$ cat src/rtl/crc_serial_codec.sv
// crc_serial_codec: MSB-first serial CRC framer emitting {msg, crc} per frame.
// Define CRC_CHECK_EN to add a check mode that validates received codewords.
module crc_serial_codec #(
   parameter int MSG_W = 5,
   parameter int CRC_W = 3,
   parameter logic [CRC_W-1:0] POLY = 3'b011
) (
   input  logic                   clk,
   input  logic                   rst_n,
   input  logic                   ena,
   input  logic                   bit_en,
   input  logic                   din,
   input  logic                   clear,
`ifdef CRC_CHECK_EN
   input  logic                   mode,
   output logic                   crc_ok,
`endif
   output logic [MSG_W+CRC_W-1:0] frame_out,
   output logic                   frame_valid,
   output logic                   busy
);
   localparam int FW = MSG_W + CRC_W;
   localparam int CW = $clog2(FW + 1);
`ifdef CRC_CHECK_EN
   localparam int MW = FW;
`else
   localparam int MW = MSG_W;
`endif
   typedef enum logic [1:0] {IDLE, SHIFT, DONE} state_t;
   state_t state, state_next;
   logic [MW-1:0] msg, msg_next;
   logic [CRC_W-1:0] crc, crc_next;
   logic [CW-1:0] cnt, cnt_next, len;
   logic take, fb, last;
   // DONE is a one-cycle flush slot, so bits arriving there are ignored
   assign take = ena & bit_en & ~clear & (state != DONE);
   assign busy = state == SHIFT;
`ifdef CRC_CHECK_EN
   logic mode_r, chk;
   // mode is only honoured while idle; a running frame keeps its latched mode
   assign chk = (state == IDLE) ? mode : mode_r;
   assign len = chk ? CW'(FW) : CW'(MSG_W);
`else
   assign len = CW'(MSG_W);
`endif
   always_comb begin
      fb = din ^ crc[CRC_W-1];
      crc_next = CRC_W'({crc, 1'b0}) ^ (fb ? POLY : '0);
      msg_next = MW'({msg, din});
      cnt_next = cnt + 1'b1;
      last = cnt_next == len;
      state_next = state;
      if (ena) state_next = clear ? IDLE : take ? (last ? DONE : SHIFT) : (state == DONE) ? IDLE : state;
   end
   always_ff @(posedge clk or negedge rst_n) begin
      if (!rst_n) begin
         state <= IDLE;
         msg <= '0;
         crc <= '0;
         cnt <= '0;
         frame_out <= '0;
         frame_valid <= 1'b0;
`ifdef CRC_CHECK_EN
         mode_r <= 1'b0;
         crc_ok <= 1'b0;
`endif
      end else if (ena) begin
         state <= state_next;
         frame_valid <= take & last;
         if (clear || state == DONE) begin
            msg <= '0;
            crc <= '0;
            cnt <= '0;
         end else if (take) begin
            msg <= msg_next;
            crc <= crc_next;
            cnt <= cnt_next;
         end
`ifdef CRC_CHECK_EN
         if (state == IDLE) mode_r <= mode;
         if (take && last) begin
            frame_out <= chk ? msg_next : {msg_next[MSG_W-1:0], crc_next};
            if (chk) crc_ok <= crc_next == '0;
         end
`else
         if (take && last) frame_out <= {msg_next, crc_next};
`endif
      end
   end
endmodule

$ cat config.mk
export PLATFORM = sky130hd
export DESIGN_NAME = crc_serial_codec
export DESIGN_NICKNAME = d
export VERILOG_FILES = /design/src/rtl/crc_serial_codec.sv
export SDC_FILE = /design/constraint.sdc
export NUM_CORES = 1
export LEC_CHECK = 0
export ABC_AREA = 1
export BUFFER_PORTS_ARGS = -buffer_cell sky130_fd_sc_hd__buf_2
export CAP_MARGIN = 25
export CORE_ASPECT_RATIO = 0.5
export CORE_UTILIZATION = 30
export DETAILED_ROUTE_END_ITERATION = 8
export GPL_TIMING_DRIVEN = 0
export PLACE_DENSITY = 0.46
export SLEW_MARGIN = 30
export SYNTH_ARGS = -nofsm -noshare
export SYNTH_HDL_FRONTEND = slang
export SYNTH_SLANG_ARGS = --single-unit
$ cat constraint.sdc
create_clock -name clk -period 1.7 [get_ports clk]
set_input_delay 0.17 -clock clk [delete_from_list [all_inputs] [get_ports clk]]
set_output_delay 0.17 -clock clk [all_outputs]
set_load 0.05 [all_outputs]
Word level (Yosys, flattened, before mapping)
Cells that the tools add are included.
{ "word_totals": {"register_bits": 22, "rom_bits": 0, "n_memories": 0, "wordCells": 36, "output_inout_bits": 10, "mem_bits_rw": 0, "latchBits": 0, "in_bits": 6} }
{ "op_classes": {"n_addsub": 1, "shifts": 0, "multipliers": 0, "div": 0, "n_lt_le_gt_ge": 0, "n_mux": 11, "n_eq_ne": 4, "n_reduce_logical": 7, "bitwise": 7} }
{ "ops": {"columns": ["op", "n"], "rows": [
  ["$mux 4", 4],
  ["$mux 2", 5],
  ["$mux 3", 2],
  ["$reduce_and 2->1", 3],
  ["$add 4x1->4 const B", 1],
  ["$and 1x1->1", 4],
  ["$eq 4x3->1 const B", 1],
  ["$reduce_bool 3->1", 1],
  ["$xor 3x2->3", 1],
  ["$eq 2x1->1 const B", 1],
  ["$eq 2x2->1 const B", 1],
  ["$ne 2x2->1 const B", 1],
  ["$reduce_bool 2->1", 1],
  ["$logic_and 1x1->1", 1],
  ["$logic_or 1x1->1", 1],
  ["$not 1->1", 1],
  ["$xor 1x1->1", 1]
]} }

Logic depth before layout (Yosys ltp)
Gate-level depths: netlist of run 1.
{ "depth": {"depth_word": 5, "depth_mapped": 8, "depth_no_buf": 8} }

Least setup slack after synthesis of run 1
No wires, ideal clock.
{ "synth_path": {"path_kind": "register -> register", "start": "register cnt[0]", "end": "register frame_out[1]", "slack_ns": 0.411, "path_stages_with_launch": 8, "period_less_slack_ns": 1.289, "t_arrival_ns": 1.171, "setup_ns": 0.118, "required_ns": 1.582, "path_buffers": 0, "path_cell_list": "dfrtp_1 > ha_1 > nand2_1 > nand3_1 > inv_2 > nand3_4 > nand2_1 > nand2_1"} }
{ "synth_via": {"elab_chain_len": 4} }
{ "synth_rtl": {"columns": ["item", "line", "text"], "rows": [
  ["start: declaration", "33", "logic [CW-1:0] cnt, cnt_next, len;"],
  ["start signal: assignment", "77", "cnt <= cnt_next;"],
  ["$add 4x1->4", "50", "cnt_next = cnt + 1'b1;"],
  ["$eq 4x3->1", "51", "last = cnt_next == len;"],
  ["$logic_and 1x1->1", "86", "if (take && last) frame_out <= {msg_next, crc_next};"],
  ["$reduce_and 2->1 (no line)", null, null],
  ["end signal: assignment", "86", null],
  ["end: declaration", "18", "output logic [MSG_W+CRC_W-1:0] frame_out,"]
]} }
No other way between the ends.
A chain may end at the register's enable or synchronous reset.

Worst setup path in the final report of run 1
{ "layout_path": {"start": "register cnt[0]", "end": "register frame_out[2]"} }
The elaborated chain is that of the path after synthesis.

==> results.yml, run 1 <==
logic_synthesis:
  synthTopCellsByArea: "dfrtp_1 53%, nand2_1 17%, nand4_1 5.4%"
  ys_types: 16
  ys_warn_count: 0
  synthCells: 121
  yosysSeqAreaShare: 0.5269
  avgSynthCellArea_um2: 8.634
  yosysTopAreaCell: "dfrtp_1"
  ys_ff_latch: 22
  synth_top_area_frac: 0.5269
  synth_area_um2: 1045
  syn_nets: 129
cts:
  cts_root_buf: "clkbuf_8"
  clkSlewWorstSetupHoldPaths_ns: 0.08
  cts_tree: "yes"
  clock_latency_ns: 0.26
  cts_made_buffers: 3
  cts_max_level: 1
  cts_sinks: 22
  clk_path_buf_depth: 2
  post_cts_buffers: 0
layout:
  antenna_cells: 0
  area_growth_pct: 17.01
  mostFrequentLayoutCells: "48 x nand2_1, 21 x dfrtp_1, 15 x buf_2"
  fillers: 335
  final_common_cell: "nand2_1"
  layout-drive-gt1-share: 0.2000
  final_area_um2: 1222
  layout.nets: 150
timing:
  finalHoldViolations: 0
  rsz0062_at_grt: "no"
  setup_viol: 0
  skew_ns: 0.001787
  max_freq_mhz: 656.9
  slew_viol_final: 0
  tns_ns: 0
  worst_pin_slew_ns: 0.5020
  fin_crit_sh: 0.8954
  finalCriticalPeriod_ns: 1.522
  max_slew_margin: 0.6653
pwr:
  vdd_drop_max_uv: 245.7
  finalPower_uw: 1136
  p_per_area_nw_per_um2: 929.5
  p_leak_uw: 0.0006622
worst_setup_path:
  critical-path-top-delay-family: "simple AND/OR/NAND/NOR gates"
  path_buf_inv: 1
  cp_slowest_cell: "dfrtp_2"
  cp.arrival_ns: 1.68
  crit_chain: "ha_1 > nand2_1 > nand3_1 > inv_2 > nand3_4 > nand2_1 > nand2_1"
  cp_data_required_time_ns: 1.85
  crit_path_end_kind: "register"
  path_class: "register to register"
  cp_common_cell: "nand2_1"
  slowest_delay_ns: 0.46
  cp_max_fo: 10
  worstSetupStartpointType: "register"
placement:
  io_buffers: 15
  placed_area_um2: 1170
  dpl.hpwl_mm: 1.488
  gp_congestion: 0.7427
min_path:
  hp-class: "input pin to register"
die:
  initial_core_util: 0.3313
  core-area_um2: 3153
  rows: 14
  fp.dieArea_um2: 3737
  dieWidth_um: 85.46
  ios: 16
  die-height_um: 43.73
run_status:
  outcome: "finished clean"
global_route:
  grt_max_degree: 23
  grt_pass1_vias: 740
  antenna_found_initial: 0
  grt_first_pass_wirelength_mm: 3.594
  grt_overflow_total: 0
  track_usage: 0.1325
run:
  cap_violations: 0
routing:
  wl_per_cell_um: 11.98
  wirelength_mm: 2.157
  first_pass_iters: 3
  via_per_inst: 4.617
  drtIter0Drc: 42
  route.vias.total: 831
  drc: 0
  antenna_left: 0
==> metrics by stage <==
| step | setup WS [ns] | utilization | cells | hold slack, ns |
|---|---|---|---|---|
| 2_1_floorplan | 0.4109 | - | 121 | -0.1256 |
| 3_3_place_gp | 0.1891 | 0.3710 | 176 | 0.1780 |
| 3_5_place_dp | 0.1930 | 0.3710 | 176 | 0.1786 |
| 4_1_cts | 0.1755 | 0.3873 | 180 | 0.1586 |
| 5_1_grt | 0.03203 | 0.3877 | 180 | 0.1788 |
| 6_report | 0.1778 | 0.3877 | 180 | 0.1602 |
==> what timing repair did <==
action,4_1_cts,5_1_grt
gates resized for setup,0,1
hold buffers,1,0
setup endpoints to repair,0,1
endpoints found under the hold margin,22,0
==> Yosys cell counts <==
library cell	n
nand2_1	48
dfrtp_1	22
inv_1	13
nand4_1	9
o21ai_0	7
nand3_1	6
inv_2	3
o21ai_1	3
ha_1	2
nor2_1	2
buf_8	1
nand2_2	1
nand3_2	1
nand3_4	1
nor2_8	1
o21ai_4	1
==> worst paths after layout <==
path,startpoint,to,slack (ns),depth (start not counted)
worst max register to register,cnt[0],frame_out[2],0.18,7
worst min-delay path,ena,frame_valid,0.16,2
worst max-delay path,cnt[0],frame_out[2],0.18,7
worst min register to register,frame_out[0],frame_out[0],0.47,2
min in group asynchronous,rst_n,cnt[2],0.41,2
max in group asynchronous,rst_n,cnt[0],0.93,2
==> layer usage <==
| metal | up-vias | global-route usage | share of wire |
|---|---|---|---|
| li1 | 425 | - | - |
| met3 | 2 | 0.04000 | 0.028 |
| met2 | 10 | 0.1904 | 0.43 |
| met1 | 394 | 0.1890 | 0.53 |
| met4 | 0 | 0.05000 | 0.0065 |
| met5 | - | 0 | 0 |
==> final cells by class <==
type                       instances  area [µm²]  share of cell area
clock buffer                       3       41.29             0.03378
tap                               40       50.05             0.04094
multi-input combinational         82       419.2              0.3429
inverter                          16       60.06             0.04913
timing repair buffer              16       85.08             0.06960
sequential                        22       551.8              0.4514
buffer                             1       15.01             0.01228
==> cells by family (layout without fill, tap and decap cells) <==
kind of cell               Yosys count  in the layout  synth area share
adders and majority gates            2              2           0.02395
buffers and inverters               17             36           0.07185
DFF                                 22             22            0.5269
and+or+nand+nor                     69             69            0.3138
AOI/OAI and AO/OA                   11             11           0.06347
==> power breakdown <==
part	leakage [µW]	switching [µW]	internal, µW
Combinational	0.000341	169	56.0
Sequential	0.000300	28.1	564
Clock	0.0000216	162	158
Total	0.000662	359	778
==> worst reg2reg max path: cells and delay by family (launching register included) <==
kind	cells	cell delay (ns)
adders and majority gates	1	0.23
buffers and inverters	1	0.20
DFF	1	0.46
and+or+nand+nor	5	0.54
==> state kept, by name (all words and copies together), names as in the netlist <==
name,count
msg,4
cnt,4
state,2
crc,3
frame_out,8
frame_valid,1
Power figures use the tool's default switching activity.
==> run 2, diff against run 1 <==
==> constraint.sdc (replaced) <==
create_clock -name clk -period 1.6 [get_ports clk]
set_input_delay 0.16 -clock clk [delete_from_list [all_inputs] [get_ports clk]]
set_output_delay 0.16 -clock clk [all_outputs]
set_load 0.05 [all_outputs]
==> results.yml, run 2 (same netlist as run 1, synthesis figures left out) <==
routing:
  first_pass_iters: 4
  drtIter0Drc: 85
  antenna_left: 0
  wirelength_mm: 2.211
  route.vias.total: 862
  via_per_inst: 4.736
  wl_per_cell_um: 12.15
  drc: 0
placement:
  dp_slack_ns: 0.09300
  gp_congestion: 0.7427
  io_buffers: 15
  dpl.hpwl_mm: 1.488
pwr:
  power.internal_uw: 829.5
  p_per_area_nw_per_um2: 978.2
  switchingPower_uw: 383.4
  seqPwrFrac: 0.518
  vdd_drop_max_uv: 262.3
  clockPowerShare: 0.280
  p_leak_uw: 0.0006726
  switching_share: 0.3161
  combPwrFrac: 0.201
timing:
  rsz0062_at_grt: "no"
  worst_pin_slew_ns: 0.5015
  final.setup.worst_slack_ns: 0.1637
  finalCriticalPeriod_ns: 1.436
  max_freq_mhz: 696.2
  finalHoldViolations: 0
  fin_crit_sh: 0.8977
  slew_viol_final: 0
  max_slew_margin: 0.6657
  tns_ns: 0
  skew_ns: 0.002451
  setup_viol: 0
worst_setup_path:
  cp_data_required_time_ns: 1.76
  cp_max_fo: 10
  r2r_start: "cnt[0]"
  startpoint: "cnt[0]"
  crit_path_end_kind: "register"
  worstSetupStartpointType: "register"
  path_class: "register to register"
  cp.arrival_ns: 1.59
cts:
  cts_tree: "yes"
  cts_root_buf: "clkbuf_8"
  clock_latency_ns: 0.26
  clk_path_buf_depth: 2
  cts_max_level: 1
  cts_sinks: 22
  clkSlewWorstSetupHoldPaths_ns: 0.08
  cts_made_buffers: 3
min_path:
  hp-class: "input pin to register"
  hold_start: "ena"
layout:
  final_common_cell: "nand2_1"
  area_growth_pct: 18.68
  largest_register_ffs: 8
  layout.nets: 152
  antenna_cells: 0
  final_core_util: 0.3933
  mostFrequentLayoutCells: "48 x nand2_1, 21 x dfrtp_1, 15 x buf_2"
  layout-drive-gt1-share: 0.2113
  top_register: "frame_out"
  biggestRegsByFlops: "frame_out: 8 flops, cnt: 4 flops, msg: 4 flops"
die:
  fp.dieArea_um2: 3737
  initial_core_util: 0.3313
  die-height_um: 43.73
  ios: 16
  rows: 14
  core-area_um2: 3153
  dieWidth_um: 85.46
run:
  cap_violations: 0
global_route:
  grt_pass1_vias: 740
  grt_overflow_total: 0
  track_usage: 0.1325
  grt_use_met2: 0.1904
  grt_max_degree: 23
  use_met1: 0.1890
  grtUsageMet3: 0.04000
  grt_first_pass_wirelength_mm: 3.594
  gr-max-usage-layer: "met2"
  antenna_found_initial: 0
run_status:
  outcome: "finished clean"
[run 2: cell types whose count changed in the layout (fill, tap and decap cells not counted)]
cell,previous run,this run
inv_2,3,2
inv_4,0,1
buf_4,0,2
[run 2: through the flow]
stage / std cells / area (µm²) / total power [µW] / hold slack [ns]
floorplan: 121 / 1045 / 806.0 / -0.1356
global placement: 176 / 1170 / 876.4 / 0.1680
detailed placement: 176 / 1170 / 878.9 / 0.1686
CTS: 180 / 1221 / 1228 / 0.1486
global route: 182 / 1240 / 1288 / 0.1688
finish: 182 / 1240 / 1213 / 0.1501
[run 2: critical path, stage by stage, from the launching register on]
cell and delay [ns]:
dfrtp_2 0.46, ha_1 0.22, nand2_1 0.08, nand3_1 0.16, inv_4 0.12, nand3_4 0.14, nand2_1 0.10, nand2_1 0.05
[run 2: layout make-up]
type	count	area (µm²)
Buffer	1	15.01
Clock buffer	3	41.29
Fill cell	337	1913
Inverter	16	62.56
Multi-Input combinational cell	82	419.2
Sequential cell	22	551.8
Tap cell	40	50.05
Timing Repair Buffer	18	100.1
[run 2: final timing paths]
check | endpoint | slack (ns) | cells past startpoint
setup / recovery | frame_out[2] | 0.16 | 7
hold / removal | frame_valid | 0.15 | 2
setup reg to reg | frame_out[2] | 0.16 | 7
hold reg to reg | frame_out[0] | 0.47 | 2
max in group asynchronous | cnt[0] | 0.84 | 2
min in group asynchronous | cnt[1] | 0.40 | 2
[run 2: per-layer routing]
layer  wire length (µm)  share of wire  vias to the layer above
met4                 14         0.0063                        0
met5                  0              0                        -
li1                   -              -                      433
met2                954           0.43                       18
met1               1160           0.52                      409
met3                 80          0.036                        2
[run 2: repair_timing]
action / in CTS / in global routing
hold buffers: 1 / 0
endpoints found under the hold margin: 22 / 0
gates resized for setup: 0 / 2
buffers inserted: 0 / 2
setup endpoints to repair: 0 / 9
[run 2: power by group through the flow]
stage | sequential [µW] | combinational, µW | clock [µW]
after CTS | 628 | 243 | 358
after global placement | 638 | 239 | 0
final | 629 | 244 | 340
after detailed placement | 638 | 240 | 0
after floorplan | 713 | 92.9 | 0
after global routing | 635 | 269 | 384
==> run 3, diff against run 2 <==
--- a/config.mk
+++ b/config.mk
@@ -8,11 +8,10 @@
 export ABC_AREA = 1
 export BUFFER_PORTS_ARGS = -buffer_cell sky130_fd_sc_hd__buf_2
 export CAP_MARGIN = 25
-export CORE_ASPECT_RATIO = 0.5
-export CORE_UTILIZATION = 30
+export CORE_UTILIZATION = 54
 export DETAILED_ROUTE_END_ITERATION = 8
 export GPL_TIMING_DRIVEN = 0
-export PLACE_DENSITY = 0.46
+export PLACE_DENSITY = 0.74
 export SLEW_MARGIN = 30
 export SYNTH_ARGS = -nofsm -noshare
 export SYNTH_HDL_FRONTEND = slang
==> constraint.sdc (replaced) <==
create_clock -name clk -period 1.6 [get_ports clk]
set_input_delay 0.08 -clock clk [delete_from_list [all_inputs] [get_ports clk]]
set_output_delay 0.08 -clock clk [all_outputs]
set_load 0.05 [all_outputs]
==> results.yml, run 3 (same netlist as run 1, synthesis figures left out) <==
run_status:
  outcome: "finished clean"
worst_setup_path:
  cp_slowest_cell: "dfrtp_1"
  regToRegSetupSlack_ns: 0.16
  cp.arrival_ns: 1.65
  slowest_delay_ns: 0.46
  crit_chain: "ha_1 > nand2_1 > nand3_1 > inv_2 > nand3_4 > nand2_1 > nand2_1"
  r2r_start: "cnt[0]"
  crit_path_end_kind: "register"
  r2r_end: "frame_out[5]"
  cp_common_cell: "nand2_1"
  cp_max_fo: 10
  worstSetupStartpointType: "register"
  path_class: "register to register"
  r2r_cells: 7
  cp_data_required_time_ns: 1.81
min_path:
  hp-class: "input pin to register"
  min_path_cells: 2
  whs_endpoint: "frame_valid"
  hold_start: "ena"
timing:
  setup_viol: 0
  skew_ns: 0.004802
  worst_pin_slew_ns: 0.4674
  final.setup.worst_slack_ns: 0.1634
  max_freq_mhz: 696.1
  rsz0062_at_grt: "no"
  whs_ns: 0.01129
  max_slew_margin: 0.6884
  slew_viol_final: 0
  finalHoldViolations: 0
  tns_ns: 0
  fin_crit_sh: 0.8979
  finalCriticalPeriod_ns: 1.437
global_route:
  grt_first_pass_wirelength_mm: 3.215
  track_usage: 0.2210
  grt_pass1_vias: 757
  antenna_found_initial: 0
  grt_max_degree: 23
  grt_overflow_total: 0
layout:
  antenna_cells: 0
  layout-drive-gt1-share: 0.1986
  multiInputGateArea_um2: 419.2
  biggestRegsByFlops: "frame_out: 8 flops, cnt: 4 flops, msg: 4 flops"
  mostFrequentLayoutCells: "48 x nand2_1, 22 x dfrtp_1, 15 x buf_2"
  final_common_cell: "nand2_1"
  ff_latch_area_um2: 550.5
  layout.nets: 150
  final_core_util: 0.6879
  top_register: "frame_out"
  area_growth_pct: 16.17
  fillers: 166
  final_area_um2: 1214
  largest_register_ffs: 8
cts:
  cts_root_buf: "clkbuf_4"
  cts_sinks: 22
  cts_max_level: 1
  cts_resized: 0
  cts_tree: "yes"
  post_cts_buffers: 0
  clkSlewWorstSetupHoldPaths_ns: 0.13
  clock_latency_ns: 0.31
  ctsHoldBuffers: 1
  clk_path_buf_depth: 2
  cts_made_buffers: 3
die:
  dieWidth_um: 45.99
  fp.dieArea_um2: 2115
  rows: 15
  initial_core_util: 0.5922
  ios: 16
  core-area_um2: 1764
  die-height_um: 45.99
placement:
  dp_slack_ns: 0.1775
  placed_area_um2: 1151
  io_buffers: 15
  dpl.hpwl_mm: 1.390
  gp_congestion: 0.7481
pwr:
  p_leak_uw: 0.0006699
  p_per_area_nw_per_um2: 1067
  vdd_drop_max_uv: 798.7
routing:
  first_pass_iters: 4
  drc: 0
  route.vias.total: 840
  wirelength_mm: 1.943
  wl_per_cell_um: 11.70
  drtIter0Drc: 11
  antenna_left: 0
  via_per_inst: 5.060
run:
  cap_violations: 0
run 3: how the worst max path moves through the flow:
stage / start / end / slack, ns / depth (start not counted)
after floorplan: cnt[0] / frame_out[1] / 0.31 / 7
after global placement: cnt[0] / frame_out[5] / 0.18 / 7
after detailed placement: cnt[0] / frame_out[7] / 0.18 / 7
after CTS: cnt[0] / frame_out[7] / 0.15 / 7
after global routing: cnt[0] / frame_out[3] / 0.03 / 8
final: cnt[0] / frame_out[5] / 0.16 / 7
run 3: routing by layer:
metal  vias to the layer above  GRT usage  wire length [µm]
met3                         5    0.02381                64
met2                        17     0.3746               898
li1                        433          -                 -
met5                         -          0                 0
met4                         0     0.1059                37
met1                       385     0.2778               943
run 3: cell type report:
type / count / area share
well taps: 25 / 0.02577
plain buffers: 1 / 0.01237
clock inverters: 1 / 0.02474
repair buffers: 16 / 0.07010
multi-input cells: 82 / 0.3454
flip-flops and latches: 22 / 0.4536
inverters: 16 / 0.04948
clock buffers: 3 / 0.01856
run 3: through the flow:
stage                     power, µW  instances
final                          1295        166
after floorplan               806.0        121
after global routing           1357        166
after CTS                      1303        166
after global placement        868.6        161
after detailed placement      877.0        161
run 3: critical path, delay by kind of cell (launching register included):
kind / cells / cell delay (ns)
AND/OR/NAND/NOR: 5 / 0.47
flip-flops: 1 / 0.46
adder cells (fa/ha/maj): 1 / 0.24
buffers and inverters: 1 / 0.16
run 3: where the power goes:
group	internal, µW	switching (µW)	leakage, µW
Combinational	59.5	179	0.000341
Clock	253	176	0.0000279
Sequential	598	29.4	0.000301
